## src/rtl/line_burst_adaptor_pkg.sv

```systemverilog
// Shared cache-side types for the line burst adaptor: FSM states, beat geometry
// and the line-alignment helper.
package line_burst_adaptor_pkg;

  localparam int LINE_W      = 256;
  localparam int BURST_W     = 64;
  localparam int ADDR_W      = 32;
  localparam int BEATS       = LINE_W / BURST_W;
  localparam int BEAT_IDX_W  = $clog2(BEATS);
  localparam int BEAT_LSB_W  = $clog2(BURST_W);
  localparam int LINE_OFS_W  = $clog2(LINE_W / 8);

  typedef enum logic [1:0] {
    IDLE = 2'd0,
    RD   = 2'd1,
    WR   = 2'd2,
    DONE = 2'd3
  } lba_state_t;

  function automatic logic [ADDR_W-1:0] line_align(input logic [ADDR_W-1:0] addr);
    line_align = {addr[ADDR_W-1:LINE_OFS_W], {LINE_OFS_W{1'b0}}};
  endfunction

endpackage

```

## src/rtl/line_burst_adaptor_beat.sv

```systemverilog
// Beat index counter for one line burst: clear/advance with a last-beat flag.
module line_beat_counter
  import line_burst_adaptor_pkg::*;
(
  input  logic                  clk,
  input  logic                  rst,
  input  logic                  clear,
  input  logic                  advance,
  output logic [BEAT_IDX_W-1:0] cnt,
  output logic                  last
);

  logic [BEAT_IDX_W-1:0] cnt_r;

  // beat index; wraps naturally to 0 after the last beat
  always_ff @(posedge clk) begin
    if (rst || clear) begin
      cnt_r <= {BEAT_IDX_W{1'b0}};
    end else if (advance) begin
      cnt_r <= cnt_r + BEAT_IDX_W'(1);
    end else begin
      cnt_r <= cnt_r;
    end
  end

  assign cnt  = cnt_r;
  assign last = (cnt_r == BEAT_IDX_W'(BEATS - 1));

endmodule

```

## src/rtl/line_burst_adaptor.sv

```systemverilog
// Cache line <-> 4-beat memory burst adaptor.
// Optional stall watchdog enabled by defining LINE_BURST_WDOG_EN.
module line_burst_adaptor
  import line_burst_adaptor_pkg::*;
#(
  parameter int TIMEOUT = 255
) (
  input  logic               clk,
  input  logic               rst,
  input  logic               pmem_read,
  input  logic               pmem_write,
  input  logic [ADDR_W-1:0]  pmem_address,
  input  logic [LINE_W-1:0]  pmem_wdata,
  output logic [LINE_W-1:0]  pmem_rdata,
  output logic               pmem_resp,
  output logic               burst_read,
  output logic               burst_write,
  output logic [ADDR_W-1:0]  burst_addr,
  output logic [BURST_W-1:0] burst_wdata,
  input  logic [BURST_W-1:0] burst_rdata,
  input  logic               burst_resp,
  output logic               burst_err
);

  lba_state_t             state_r;
  lba_state_t             state_s;
  logic [LINE_W-1:0]      buf_r;
  logic [LINE_W-1:0]      pmem_rdata_r;
  logic [LINE_W-1:0]      line_next_s;
  logic [ADDR_W-1:0]      burst_addr_r;
  logic [BEAT_IDX_W-1:0]  cnt_s;
  logic                   last_s;
  logic                   in_burst_s;
  logic                   advance_s;
  logic                   timeout_s;
  logic                   burst_err_s;
  logic [7:0]             beat_ofs_s;

  assign in_burst_s = (state_r == RD) || (state_r == WR);
  assign advance_s  = in_burst_s && burst_resp;
  assign beat_ofs_s = 8'({cnt_s, {BEAT_LSB_W{1'b0}}});

  line_beat_counter u_beat (
    .clk     (clk),
    .rst     (rst),
    .clear   (state_r == IDLE),
    .advance (advance_s),
    .cnt     (cnt_s),
    .last    (last_s)
  );

`ifdef LINE_BURST_WDOG_EN
  localparam int WAIT_W = $clog2(TIMEOUT + 1);
  logic [WAIT_W-1:0] wait_r;
  logic              burst_err_r;

  // cycles since the memory last moved a beat
  always_ff @(posedge clk) begin
    if (rst || (state_r == IDLE) || burst_resp) begin
      wait_r <= {WAIT_W{1'b0}};
    end else if (in_burst_s) begin
      wait_r <= wait_r + WAIT_W'(1);
    end else begin
      wait_r <= wait_r;
    end
  end

  assign timeout_s = in_burst_s && !burst_resp && (wait_r == WAIT_W'(TIMEOUT - 1));

  // sticky timeout flag, only rst clears it
  always_ff @(posedge clk) begin
    if (rst) begin
      burst_err_r <= 1'b0;
    end else if (timeout_s) begin
      burst_err_r <= 1'b1;
    end else begin
      burst_err_r <= burst_err_r;
    end
  end

  assign burst_err_s = burst_err_r;
`else
  logic [31:0] unused_timeout_s;
  assign unused_timeout_s = 32'(TIMEOUT);
  assign timeout_s        = 1'b0;
  assign burst_err_s      = 1'b0;
`endif

  // state register
  always_ff @(posedge clk) begin
    if (rst) begin
      state_r <= IDLE;
    end else begin
      state_r <= state_s;
    end
  end

  // next state; write wins over read in IDLE
  always_comb begin
    state_s = state_r;
    case (state_r)
      IDLE: begin
        if (pmem_write) begin
          state_s = WR;
        end else if (pmem_read) begin
          state_s = RD;
        end else begin
          state_s = IDLE;
        end
      end
      RD, WR: begin
        if ((burst_resp && last_s) || timeout_s) begin
          state_s = DONE;
        end else begin
          state_s = state_r;
        end
      end
      DONE:    state_s = IDLE;
      default: state_s = IDLE;
    endcase
  end

  // line buffer with the current read beat merged in
  always_comb begin
    line_next_s = buf_r;
    line_next_s[beat_ofs_s +: BURST_W] = burst_rdata;
  end

  // request latch, beat capture and completed read line
  always_ff @(posedge clk) begin
    if (rst) begin
      buf_r        <= {LINE_W{1'b0}};
      pmem_rdata_r <= {LINE_W{1'b0}};
      burst_addr_r <= {ADDR_W{1'b0}};
    end else begin
      case (state_r)
        IDLE: begin
          if (pmem_write) begin
            burst_addr_r <= line_align(pmem_address);
            buf_r        <= pmem_wdata;
          end else if (pmem_read) begin
            burst_addr_r <= line_align(pmem_address);
          end
        end
        RD: begin
          if (burst_resp) begin
            buf_r <= line_next_s;
            if (last_s) begin
              pmem_rdata_r <= line_next_s;
            end
          end
        end
        default: begin
          buf_r <= buf_r;
        end
      endcase
    end
  end

  assign pmem_rdata  = pmem_rdata_r;
  assign pmem_resp   = (state_r == DONE);
  assign burst_read  = (state_r == RD);
  assign burst_write = (state_r == WR);
  assign burst_addr  = burst_addr_r;
  assign burst_wdata = buf_r[beat_ofs_s +: BURST_W];
  assign burst_err   = burst_err_s;

endmodule

```

## config.mk

```make
export PLATFORM = sky130hd
export DESIGN_NAME = line_burst_adaptor
export DESIGN_NICKNAME = d
export VERILOG_FILES = /design/src/rtl/line_burst_adaptor_pkg.sv /design/src/rtl/line_burst_adaptor_beat.sv /design/src/rtl/line_burst_adaptor.sv
export SDC_FILE = /design/constraint.sdc
export NUM_CORES = 1
export LEC_CHECK = 0
export BUFFER_PORTS_ARGS = -buffer_cell sky130_fd_sc_hd__clkbuf_2
export CELL_PAD_IN_SITES_DETAIL_PLACEMENT = 1
export CELL_PAD_IN_SITES_GLOBAL_PLACEMENT = 1
export CORE_ASPECT_RATIO = 0.7
export CORE_MARGIN = 5
export CORE_UTILIZATION = 39
export CTS_CLUSTER_DIAMETER = 120
export DETAILED_ROUTE_END_ITERATION = 10
export MAX_ROUTING_LAYER = met4
export PLACE_DENSITY = 0.8
export SLEW_MARGIN = 20
export SYNTH_ARGS = -nofsm -noshare
export SYNTH_HDL_FRONTEND = slang
export SYNTH_SLANG_ARGS = --single-unit
export TNS_END_PERCENT = 100
```

## constraint.sdc

```tcl
create_clock -name clk -period 3 [get_ports clk]
set_input_delay 0.15 -clock clk [delete_from_list [all_inputs] [get_ports clk]]
set_output_delay 0.15 -clock clk [all_outputs]
set_load 0.03 [all_outputs]
```

==> metrics.yaml <==
status: "completed"
end_kind: "flop"
fin_crit_sh_pct: 96.0
use_met1_pct: 45.9
period_minus_slack_ns: 2.88
grt_max_degree: 103
startpoint_type: "flop"
worst_path_max_delay_cell: "ha_4"
synthTopCellsByArea: "dfxtp_1 41%, nor2_1 6.4%, a211oi_1 5.7%"
use_met2_pct: 57.9
via_per_inst: 6.61
drtPass1Iterations: 5
hold_viol: 0
drt_iter0_drc: 4048
synth_top_family_by_area: "compound AO/OA/AOI/OAI gates"
cts-root-buf: "clkbuf_16"
pwr-share-seq_pct: 33.4
setup_tns_ns: 0
cpPeakStageDelay_ns: 0.59
max_freq_mhz: 347
switching_share_pct: 42.3
grt_pass1_vias: 33200
drive_gt1_share_pct: 24.5
path_clk_slew_ns: 0.07
num-nets-final: 4291
yosysSeqAreaShare_pct: 40.5
yosysTopAreaCellShare_pct: 40.5
grtUsageMet3_pct: 8.54
multi_input_area_sq_um: 14300
required_ns: 3.57
crit_chain: "ha_4 > nand2_4 > a21oi_4 > buf_4 > nor2_1 > a311oi_1 > dlygate4sd3_1"
place_congestion: 0.844
tightest_slew_ns: 0.928
synth-adder-area-share_pct: 0.420
grt.total_usage_pct: 37.3
reg2regPathDepth: 7
synth-compound-area-share_pct: 31.1
synth_edf_count: 0
yosys-mux-area-fraction_pct: 5.41
cts_tree: "built"
clock-sinks: 543
critical_path_class: "flop to flop"
htreeDepth: 2
syn-cell-area_sq_um: 26800
via_count: 32300
fillers: 7985
slew_headroom_pct: 38.1
power_density_nw_per_um2: 845
synthSimpleGateAreaFrac_pct: 15.7
rows: 80
place_hpwl_um: 84800
die_h_um: 229
syn_area_per_cell_sq_um: 8.44
crit_arrival_ns: 3.45
antenna_found_initial: 24
ys_seq_elements: 543
yosys_warnings: 0
power_leakage_nw: 15.0
die_area_sq_um: 74200
intPower_w: 0.0175
wl_per_cell_um: 29.2
hp-class: "input pin to flop"
p_clk_share_pct: 25.1
drt.antenna.violating_nets: 0
setup_ws_ns: 0.119
die_w_um: 323
core-area_sq_um: 68200
initial_core_util_pct: 39.4
clk_latency_ns: 0.63
skew_ns: 0.0191
syn_to_final_growth_pct: 33.9
cts_made_buffers: 56
grt_pass1_wl_um: 211000
synth_common_cells: "543 x dfxtp_1, 455 x nor2_1, 247 x clkbuf_1, 202 x a211oi_1, 180 x nand2_1"
top_usage_layer: "met2"
rsz0062_at_grt: "true"
hold_depth: 4
slew_violations: 0
synthArstFlopShare_pct: 0
path_max_fanout: 42
synth_top_area_cell: "dfxtp_1"
dpl_worst_slack_ns: 0.311
irDropWorstVdd_mv: 0.874
io_buffers: 701
clk_path_buf_depth: 3
p_sw_w: 0.0128
power_frac_comb_pct: 41.4
seqCellArea_sq_um: 10900
synth.distinct_cells: 41
io_pins: 713
post_cts_buffers: 0
yosysMostFrequentCell: "dfxtp_1"
ys.flop_type: "dfxtp_1"
wl_um: 143000
setup_viol: 0
drcViolationCount: 0
grt_remaining_overflow: 0
yosys.area_share.xor_xnor_pct: 0.0326
maxCapViolCount: 0
synthCells: 3180
==> layer usage <==
metal  wire length, um  part of all wire (%)  up-vias
met1             55300                    39    16000
li1                  -                     -    13400
met4              7860                   5.5        0
met5                 0                     0        -
met3             14900                    10      555
met2             64800                    45     2295
==> layout by cell type (no fill, tap or decap), types with 115 or more instances in the layout <==
| cell type | instances |
|---|---|
| clkbuf_2 | 699 |
| dlygate4sd3_1 | 280 |
| o21ai_0 | 138 |
| a32oi_1 | 115 |
| nand2_1 | 179 |
| a211oi_1 | 202 |
| a21oi_1 | 162 |
| a221oi_1 | 170 |
| nor2_1 | 453 |
| a21o_1 | 138 |
| dfxtp_1 | 541 |
| nor3_1 | 173 |
==> worst max-delay path, delay by kind of cell, from the launching register on <==
| family | cells | cell delay, ns |
|---|---|---|
| AND/OR/NAND/NOR | 2 | 0.40 |
| buffers and inverters | 2 | 0.81 |
| flip-flops | 1 | 0.45 |
| adder cells (fa/ha/maj) | 1 | 0.59 |
| AO/OA/AOI/OAI | 2 | 0.57 |
==> final cells by class <==
type / instances / share of cell area (%)
Multi-Input combinational cell: 2207 / 39.8
Sequential cell: 543 / 30.3
Clock buffer: 77 / 4.55
Clock inverter: 21 / 0.829
Inverter: 48 / 0.509
Timing Repair Buffer: 1069 / 20.7
Tap cell: 902 / 3.14
Antenna cell: 22 / 0.153
==> sequential cells by signal, summed over array words and instances, names as in the netlist <==
register and count:
pmem_rdata 256, u_beat.cnt 2, state_r 2, buf_r 256
burst_addr 27
==> metrics by stage <==
stage               std cells  utilization [%]  hold WS (ns)  power [W]  instance area, sq um
floorplan                3185                -         0.286     0.0176                 26800
global placement         4489             45.7         0.374     0.0214                 31100
detailed placement       4489             45.7         0.379     0.0218                 31100
CTS                      4867             52.6       0.00113     0.0298                 35900
global route             4888             52.7        0.0124     0.0315                 35900
finish                   4889             52.7        0.0358     0.0303                 35900
==> cell families after synthesis <==
logic type,Yosys count
mux,65
simple gates,971
xor+xnor,1
other cells,1
flops,543
compound gates,1155
buf+inv,435
fa+ha+maj,9
==> power by group through the flow <==
stage | Clock [W] | Combinational [W] | Sequential, W
6_report | 0.00763 | 0.0126 | 0.0101
5_1_grt | 0.00796 | 0.0132 | 0.0103
4_1_cts | 0.00766 | 0.0121 | 0.0100
3_5_place_dp | 0 | 0.0116 | 0.0102
3_3_place_gp | 0 | 0.0113 | 0.0101
2_1_floorplan | 0 | 0.00781 | 0.00980
==> worst paths after layout <==
kind / startpoint / to / slack [ns]
worst min-delay path: pmem_wdata[67] / buf_r[67] / 0.04
worst max register to register: state_r[0] / buf_r[100] / 0.12
worst max-delay path: state_r[0] / buf_r[100] / 0.12
worst min register to register: pmem_rdata[202] / pmem_rdata[202] / 0.45
==> repair_timing <==
action	in CTS	in global routing
gates resized for setup	0	1
hold endpoints to repair	333	0
setup endpoints to repair	0	1
hold buffers	280	0
Note: power is estimated with default switching activity, not from simulation.
